[config.mk]
export PLATFORM = sky130hd
export DESIGN_NAME = bus_register
export DESIGN_NICKNAME = d
export VERILOG_FILES = /design/src/rtl/bus_register.sv
export SDC_FILE = /design/constraint.sdc
export NUM_CORES = 1
export LEC_CHECK = 0
export BUFFER_PORTS_ARGS = -buffer_cell sky130_fd_sc_hd__buf_2
export CORE_UTILIZATION = 28
export DETAILED_ROUTE_END_ITERATION = 16
export PLACE_DENSITY = 0.5
export SLEW_MARGIN = 30
export SYNTH_ARGS = -nofsm -noshare
export SYNTH_HDL_FRONTEND = slang
export SYNTH_SLANG_ARGS = --single-unit
[constraint.sdc]
create_clock -name clk -period 1 [get_ports clk]
set_input_delay 0.05 -clock clk [delete_from_list [all_inputs] [get_ports clk]]
set_output_delay 0.05 -clock clk [all_outputs]
set_load 0.02 [all_outputs]
[src/rtl/bus_register.sv]
// -----------------------------------------------------------------------------
// bus_register
//
// General-purpose data register for the 16-bit CPU datapath. One instance per
// architectural register (R0..R7, A, G). On a rising clock edge with r_in high
// it captures the shared data bus (buswires). With r_in low it holds. The
// stored value is driven straight from the flops onto r_out, toward the bus
// multiplexer and the ALU.
//
// Parameters:
//   WIDTH        data width of buswires / r_out (legal range 1..64)
//   RESET_VALUE  value held while rst_n is low
//
// Ports:
//   clk       in   1      system clock, rising edge active
//   rst_n     in   1      asynchronous active-low reset
//   r_in      in   1      load enable, sampled on the rising edge
//   buswires  in   WIDTH  data bus value to capture
//   r_out     out  WIDTH  stored value (registered, no input-to-output path)
//
// Optional feature, macro BUS_REGISTER_PARITY_EN:
//   par_chk   in   1      externally supplied parity to compare against
//   par_out   out  1      registered even parity (XOR of all bits) of r_out
//   par_err   out  1      par_chk XOR par_out (combinational)
// Without the macro the port list is exactly the five ports above.
// -----------------------------------------------------------------------------
module bus_register #(
  parameter int unsigned      WIDTH       = 16,
  parameter logic [WIDTH-1:0] RESET_VALUE = '0
) (
  input  logic             clk,
  input  logic             rst_n,
  input  logic             r_in,
  input  logic [WIDTH-1:0] buswires,
`ifdef BUS_REGISTER_PARITY_EN
  input  logic             par_chk,
  output logic             par_out,
  output logic             par_err,
`endif
  output logic [WIDTH-1:0] r_out
);

  // Reject illegal widths at elaboration rather than building something odd.
  generate
    if (WIDTH < 1 || WIDTH > 64) begin : g_bad_width
      $error("bus_register: WIDTH must be in 1..64");
    end
  endgenerate

  logic [WIDTH-1:0] data_q;
  logic [WIDTH-1:0] data_d;

  // Next state: take the bus on a load, otherwise hold. X/Z on the bus is
  // passed through unchanged when loaded.
  always_comb begin
    data_d = data_q;
    if (r_in) begin
      data_d = buswires;
    end
  end

  always_ff @(posedge clk or negedge rst_n) begin
    if (!rst_n) begin
      data_q <= RESET_VALUE;
    end else begin
      data_q <= data_d;
    end
  end

  assign r_out = data_q;

`ifdef BUS_REGISTER_PARITY_EN
  // The parity bit is computed from the bus at the load edge, so it updates
  // in the same cycle as r_out rather than trailing it by a reduction delay.
  localparam logic RESET_PARITY = ^RESET_VALUE;

  logic par_q;
  logic par_d;

  always_comb begin
    par_d = par_q;
    if (r_in) begin
      par_d = ^buswires;
    end
  end

  always_ff @(posedge clk or negedge rst_n) begin
    if (!rst_n) begin
      par_q <= RESET_PARITY;
    end else begin
      par_q <= par_d;
    end
  end

  assign par_out = par_q;
  assign par_err = par_chk ^ par_q;
`endif

endmodule

==> results_dict.tcl, run 1 <==
set metrics [dict create \
    status "completed" \
    synthesis.nets 53 \
    timing.slew.headroom 0.753 \
    yosysWarnings 0 \
    p_per_area_nw_per_um2 1460 \
    drt-wirelength-per-cell_microns 11.6 \
    antenna_found_initial 0 \
    first_pass_iters 4 \
    hold_violations 0 \
    synth_compound_area_frac 0 \
    fmaxAchievable_ghz 1.13 \
    hold_path_class "primary input to asynchronous set/reset pin" \
    synth.yosys.seq_area_share 0.617 \
    ir_drop_mv 0.789 \
    area_growth_pct 61.7 \
    crit_end "r_out[2]" \
    crit_family "flip-flops" \
    critPathLaunch "r_out[2]$_DFFE_PN0P_" \
    cp_slowest_cell "dfrtp_1" \
    cp.buffers_inverters 1 \
    h-tree-depth 1 \
    antenna_cells 0 \
    maxSlewViolCount 0 \
    p_sw_uw 402 \
    clk_path_buf_depth 2 \
    clock_skew_ns 0 \
    min_period_ns 0.886 \
    cts-resized-gates 0 \
    tritoncts "done" \
    cp_data_required_time_ns 0.95 \
    design.die.area_sq_um 2520 \
    leakage_nw 0.528 \
    drtAntennaViolNets 0 \
    r2r_start "r_out[8]$_DFFE_PN0P_" \
    grt-ovfl-total 0 \
    power_switching_share 0.262 \
    grt_first_pass_wirelength_mm 2.26 \
    port_buffers 34 \
    layout_commonest_cell "buf_2" \
    cp_cell_sequence "buf_2" \
    finalSetupViolCount 0 \
    core_sq_um 2190 \
    vias 480 \
    groute.usage.overall 0.124 \
    ys_seq_elements 16 \
    die_w_microns 50.2 \
    clkTransAtPathRegs_ns 0.10 \
    clkPwrFrac 0.276 \
    finalCritPeriodShare 0.886 \
    synth_xor_area_frac 0 \
    cp.arrival_ns 0.84 \
    final_cell_area_sq_um 1050 \
    clock_sinks 16 \
    grt_pass1_vias 509 \
    cts-root-buf "clkbuf_4" \
    grt_max_degree 17 \
    critPathCaptureType "primary output" \
    rsz0062_at_grt "false" \
    initial_core_util 0.296 \
    dieHeight_microns 50.2 \
    drcViolationCount 0 \
    fin_tns_setup_ns 0 \
    critical_path.startpoint_type "flip-flop" \
    cts_setup_buffers 0 \
    layout-drive-gt1-share 0.625 \
    final_nets 108 \
    avgSynthCellArea_sq_um 19.1 \
    synth_top_family_by_area "multiplexers" \
    clkLatencyLatePin_ns 0.28 \
    synth_cell_type_count 5 \
    synth_fa_ha_area_frac 0 \
    crit_type "flip-flop to primary output" \
    synthSimpleGateAreaFrac 0 \
    via_per_inst 4.14 \
    rows 17 \
    p_int_mw 1.13 \
    drv_cap 0 \
    rr_worst_depth 1 \
    rrSetupSlack_ns 0.23 \
    synth_cells 34 \
    path_depth 1 \
    cp_max_fo 2 \
    placed_area_sq_um 843 \
    largest_reg_flops 16 \
    synth_area_sq_um 649 \
    r2r_end "r_out[8]$_DFFE_PN0P_" \
    holdBufCountCts 17 \
    numCtsBuffers 3 \
    drt_iter0_drc 2 \
    power.total_mw 1.53 \
    max_slew.worst_pin.slew_ns 0.370 \
    combPwrFrac 0.240 \
    mostFrequentLayoutCells "buf_2 (34), dlygate4sd3_1 (17), dfrtp_1 (16)" \
    crit_path_max_incr_delay_ns 0.39 \
    gp_congestion 0.581 \
    postRouteWirelength_mm 1.35 \
    hold-worst-slack_ns 0.202 \
    pin_count 35 \
    muxShareOfSynthArea 0.335 \
    power_frac_seq 0.484 \
]
-- worst min-delay path by stage --
stage                     start                   end  slack (ns)  cells after the start
final                     rst_n  r_out[7]$_DFFE_PN0P_        0.20                      2
after CTS                 rst_n  r_out[7]$_DFFE_PN0P_        0.20                      2
after global placement    rst_n  r_out[6]$_DFFE_PN0P_       -0.01                      1
after global routing       r_in  r_out[0]$_DFFE_PN0P_        0.20                      3
after detailed placement  rst_n  r_out[7]$_DFFE_PN0P_       -0.01                      1
after floorplan           rst_n  r_out[0]$_DFFE_PN0P_       -0.25                      0
-- Yosys cell counts --
cell type,instances,area [sq um]
mux2_2,6,67.6
buf_6,1,11.3
mux2_4,10,150
buf_12,1,20.0
dfrtp_1,16,400
-- per-stage QoR --
| stage | worst slack, ns | util | instances |
|---|---|---|---|
| 2_1_floorplan | 0.165 | - | 34 |
| 3_3_place_gp | 0.223 | 0.385 | 95 |
| 3_5_place_dp | 0.212 | 0.385 | 95 |
| 4_1_cts | 0.0931 | 0.479 | 116 |
| 5_1_grt | 0.0526 | 0.479 | 116 |
| 6_report | 0.114 | 0.479 | 116 |
-- kinds of logic (layout without fill, tap and decap cells) --
kind of cell,count (synthesis),count (layout)
DFF,16,16
buffers and inverters,2,56
muxes,16,16
-- power groups by stage --
stage / Combinational [mW] / Sequential, mW / Clock (mW)
floorplan: 0.116 / 0.838 / 0
global placement: 0.319 / 0.757 / 0
detailed placement: 0.321 / 0.756 / 0
CTS: 0.373 / 0.744 / 0.452
global route: 0.394 / 0.754 / 0.479
finish: 0.369 / 0.742 / 0.423
-- layer usage --
metal  vias to the layer above  GRT usage  wire length (microns)  share of wire
met5                         -          0                      0              0
met4                         0     0.0571                     19          0.014
met3                         2     0.0515                    134          0.099
met2                        30      0.196                    576           0.43
met1                       222      0.144                    619           0.46
li1                        226          -                      -              -
-- final cells by class --
class                      instances  area, sq um
fill                             203         1140
sequential                        16          400
timing repair buffer              52          360
multi-input combinational         16          218
clock buffer                       4         36.3
tap                               28         35.0
No activity file was read; power rests on OpenSTA's default activity.
==> inputs of run 2 (changes only) <==
Settings changed: REMOVE_ABC_BUFFERS from default to 1.
==> run 2 against run 1 <==
Against the previous run: via count shrank 5.6%; highest routed layer is now met3; sequential power hardly changed; global-route usage decreased by 1.0 points; combinational power down 3%; setup slack better by 0.019 ns; largest cell class unchanged.
==> results_dict.tcl, run 2 (synthesized netlist as in run 1, its figures left out) <==
set metrics [dict create \
    status "completed" \
    ir_drop_mv 0.512 \
    rsz0062_at_grt "false" \
    initial_core_util 0.296 \
    path_depth 1 \
    die_w_microns 50.2 \
    timing.slew.headroom 0.771 \
    first_pass_iters 1 \
    crit_type "flip-flop to primary output" \
    holdBufCountCts 14 \
    p_int_mw 1.04 \
    clkTransAtPathRegs_ns 0.08 \
    rrSetupSlack_ns 0.24 \
    finalCritPeriodShare 0.868 \
    via_per_inst 4.04 \
    fillers 208 \
    layout-drive-gt1-share 0.643 \
    critical_path.startpoint_type "flip-flop" \
    vias 453 \
    r2r_start "r_out[7]$_DFFE_PN0P_" \
    r2r_end "r_out[7]$_DFFE_PN0P_" \
    min_period_ns 0.868 \
    cp_cell_sequence "buf_2" \
    drt-wirelength-per-cell_microns 10.8 \
    cp_slowest_cell "dfrtp_1" \
    dpl.cell_count 95 \
    grt_pass1_vias 472 \
    crit_path_max_incr_delay_ns 0.39 \
    final_cell_area_sq_um 1010 \
    power_switching_share 0.260 \
    clock_sinks 16 \
    finalSetupViolCount 0 \
    seqCellArea_sq_um 400 \
    cp.buffers_inverters 1 \
    hold_violations 0 \
    grt_first_pass_wirelength_mm 2.08 \
    final_nets 105 \
    leakage_nw 0.509 \
    drcViolationCount 0 \
    critPathLaunch "r_out[7]$_DFFE_PN0P_" \
    clkLatencyLatePin_ns 0.27 \
    cts_setup_buffers 0 \
    holdCritStartpoint "buswires[3]" \
    placed_area_sq_um 843 \
    clkPwrFrac 0.219 \
    drv_cap 0 \
    instances_no_fill 112 \
    core_sq_um 2190 \
    post-place-ws_ns 0.211 \
    p_sw_uw 367 \
    port_buffers 34 \
    p_per_area_nw_per_um2 1400 \
    max_slew.worst_pin.slew_ns 0.343 \
    area_growth_pct 54.9 \
    gp_congestion 0.637 \
    grt_most_used_layer "met2" \
    use_met3 0.0303 \
    power.total_mw 1.41 \
    fin_tns_setup_ns 0 \
    maxSlewViolCount 0 \
    cp_data_required_time_ns 0.95 \
    antenna_cells 0 \
    postRouteWirelength_mm 1.22 \
    clk_path_buf_depth 2 \
    fmaxAchievable_ghz 1.15 \
    layout_commonest_cell "buf_2" \
    grt_use_met1 0.143 \
    fin_util 0.459 \
    dieHeight_microns 50.2 \
    crit_end "r_out[7]" \
    critPathCaptureType "primary output" \
    combPwrFrac 0.253 \
    mostFrequentLayoutCells "buf_2 (34), dfrtp_1 (16), dlygate4sd3_1 (14)" \
    grt_max_degree 17 \
    antenna_found_initial 0 \
    grt_util_met2 0.178 \
    multi_input_area_sq_um 218 \
    post-dp-hpwl_microns 830 \
    power_frac_seq 0.527 \
    grt-ovfl-total 0 \
    clock_skew_ns 0 \
    numCtsBuffers 3 \
    worst_slack_ns 0.132 \
    cts-resized-gates 0 \
    drt_iter0_drc 0 \
    cts-root-buf "clkbuf_4" \
    cp.arrival_ns 0.82 \
    cp_max_fo 2 \
    rr_worst_depth 1 \
    pin_count 35 \
    largest_reg_flops 16 \
    h-tree-depth 1 \
    crit_family "flip-flops" \
    hold-worst-slack_ns 0.0150 \
    drtAntennaViolNets 0 \
    groute.usage.overall 0.113 \
    rows 17 \
    hold_path_class "primary input to flip-flop" \
    tritoncts "done" \
    design.die.area_sq_um 2520 \
]
run 2: cell count changes in the layout (fill, tap and decap cells not counted), sizes merged:
cell,before,now
clkbuf,4,3
dlygate4sd3,17,14
run 2: final cells by class:
cell class	count	share of cell area
Clock buffer	3	0.0224
Multi-Input combinational cell	16	0.216
Sequential cell	16	0.398
Timing Repair Buffer	49	0.328
Tap cell	28	0.0348
run 2: layer usage:
layer	up-vias	part of all wire	routed length, microns
met1	218	0.45	550
met2	17	0.48	579
met3	0	0.070	85
met5	-	0	0
met4	0	0	0
li1	218	-	-
run 2: power by group through the flow:
stage,Combinational (mW),Clock (mW),Sequential [mW]
after floorplan,0.0917,0,0.838
after CTS,0.361,0.340,0.745
final,0.357,0.309,0.743
after global placement,0.317,0,0.757
after global routing,0.384,0.360,0.753
after detailed placement,0.319,0,0.756
run 2: worst min-delay path by stage:
stage	to	slack, ns	depth (start not counted)
6_report	r_out[3]$_DFFE_PN0P_	0.01	2
5_1_grt	r_out[1]$_DFFE_PN0P_	0.003	2
4_1_cts	r_out[1]$_DFFE_PN0P_	0.0009	2
3_5_place_dp	r_out[8]$_DFFE_PN0P_	-0.02	1
3_3_place_gp	r_out[8]$_DFFE_PN0P_	-0.02	1
2_1_floorplan	r_out[0]$_DFFE_PN0P_	-0.25	0
==> inputs of run 3 (changes only) <==
Settings changed: CORE_ASPECT_RATIO from default to 1.2, REMOVE_ABC_BUFFERS 1 to default.
==> run 3 against run 2 <==
Against the previous run: cell count grew 5.4%; critical path depth is the same; clock power grew 35%; hold slack gained 0.21 ns; maximum frequency shrank 2.4%; clock skew is the same; register-to-register slack is essentially flat; critical path type unchanged; largest cell class unchanged; largest power group unchanged; highest routed layer is now met4.
==> results_dict.tcl, run 3 (synthesized netlist as in run 1, its figures left out) <==
set metrics [dict create \
    instances_no_fill 118 \
    hold_violations 0 \
    grt_pass1_vias 532 \
    critPathLaunch "r_out[2]$_DFFE_PN0P_" \
    drcViolationCount 0 \
    tritoncts "done" \
    vias 473 \
    drt_iter0_drc 4 \
    numCtsBuffers 3 \
    path_depth 1 \
    r2r_end "r_out[7]$_DFFE_PN0P_" \
    drv_cap 0 \
    crit_path_max_incr_delay_ns 0.40 \
    layout-drive-gt1-share 0.625 \
    via_per_inst 4.01 \
    gp_congestion 0.638 \
    pin_count 35 \
    clock_skew_ns 0 \
    cp_slowest_cell "dfrtp_1" \
    hold_path_class "primary input to asynchronous set/reset pin" \
    fin_tns_setup_ns 0 \
    leakage_nw 0.528 \
    rrSetupSlack_ns 0.23 \
    largest_reg_flops 16 \
    antenna_found_initial 0 \
    grt_first_pass_wirelength_mm 2.30 \
    hold-worst-slack_ns 0.224 \
    crit_end "r_out[2]" \
    cp_data_required_time_ns 0.95 \
    finalCritPeriodShare 0.889 \
    rsz0062_at_grt "false" \
    clk_path_buf_depth 2 \
    grt_max_degree 17 \
    ir_drop_mv 1.07 \
    area_growth_pct 62.0 \
    groute.usage.overall 0.134 \
    layout_commonest_cell "buf_2" \
    fmaxAchievable_ghz 1.12 \
    cts-root-buf "clkbuf_4" \
    die_w_microns 46.0 \
    p_per_area_nw_per_um2 1450 \
    clkLatencyLatePin_ns 0.28 \
    crit_type "flip-flop to primary output" \
    antenna_cells 0 \
    min_period_ns 0.889 \
    post-dp-hpwl_microns 875 \
    port_buffers 34 \
    r2r_start "r_out[7]$_DFFE_PN0P_" \
    h-tree-depth 1 \
    drt-wirelength-per-cell_microns 11.8 \
    initial_core_util 0.307 \
    cp_max_fo 2 \
    dieHeight_microns 54.8 \
    power.total_mw 1.53 \
    cp_cell_sequence "buf_2" \
    first_pass_iters 3 \
    critPathCaptureType "primary output" \
    dpl.cell_count 97 \
    finalSetupViolCount 0 \
    grt-ovfl-total 0 \
    cp.buffers_inverters 1 \
    crit_family "flip-flops" \
    postRouteWirelength_mm 1.40 \
    timing.slew.headroom 0.769 \
    rr_worst_depth 1 \
    clock_sinks 16 \
    mostFrequentLayoutCells "buf_2 (34), dlygate4sd3_1 (17), dfrtp_1 (16)" \
    cp.arrival_ns 0.84 \
    critical_path.startpoint_type "flip-flop" \
    core_sq_um 2120 \
    clkTransAtPathRegs_ns 0.09 \
    status "completed" \
    drtAntennaViolNets 0 \
    design.die.area_sq_um 2520 \
    maxSlewViolCount 0 \
    max_slew.worst_pin.slew_ns 0.347 \
    rows 18 \
    final_nets 108 \
]
==> run 3: worst min-delay path by stage <==
stage	start	endpoint	slack (ns)	depth (start not counted)
after detailed placement	rst_n	r_out[5]$_DFFE_PN0P_	-0.02	1
after CTS	buswires[7]	r_out[7]$_DFFE_PN0P_	0.0008	2
after floorplan	rst_n	r_out[0]$_DFFE_PN0P_	-0.25	0
after global placement	rst_n	r_out[9]$_DFFE_PN0P_	-0.02	1
after global routing	r_in	r_out[4]$_DFFE_PN0P_	0.22	3
final	rst_n	r_out[5]$_DFFE_PN0P_	0.22	2
==> run 3: per-stage QoR <==
step | setup WS [ns] | utilization | area [sq um]
after floorplan | 0.165 | - | 649
after global placement | 0.225 | 0.400 | 846
after detailed placement | 0.201 | 0.400 | 846
after CTS | 0.0946 | 0.492 | 1040
after global routing | 0.0610 | 0.497 | 1050
final | 0.111 | 0.497 | 1050
==> run 3: report_power, final <==
| part | internal (mW) | switching (mW) | total, mW |
|---|---|---|---|
| combinational | 0.200 | 0.170 | 0.370 |
| clock | 0.221 | 0.196 | 0.417 |
| sequential | 0.711 | 0.0326 | 0.744 |
| total | 1.13 | 0.398 | 1.53 |
==> run 3: cell type report <==
type | count | area, sq um
Tap cell | 30 | 37.5
Fill cell | 204 | 1060
Sequential cell | 16 | 400
Timing Repair Buffer | 52 | 360
Clock buffer | 4 | 36.3
Multi-Input combinational cell | 16 | 218
==> run 3: routing by layer <==
metal	routed length (microns)	vias up	track usage
met2	636	27	0.230
li1	-	228	-
met1	648	216	0.151
met5	0	-	0
met4	12	0	0.0441
met3	99	2	0.0495
==> run 3: repair_timing <==
item,in CTS,in global routing
endpoints found under the hold margin,31,1
hold buffers,16,1
resized for setup,0,0
buffers inserted,0,0
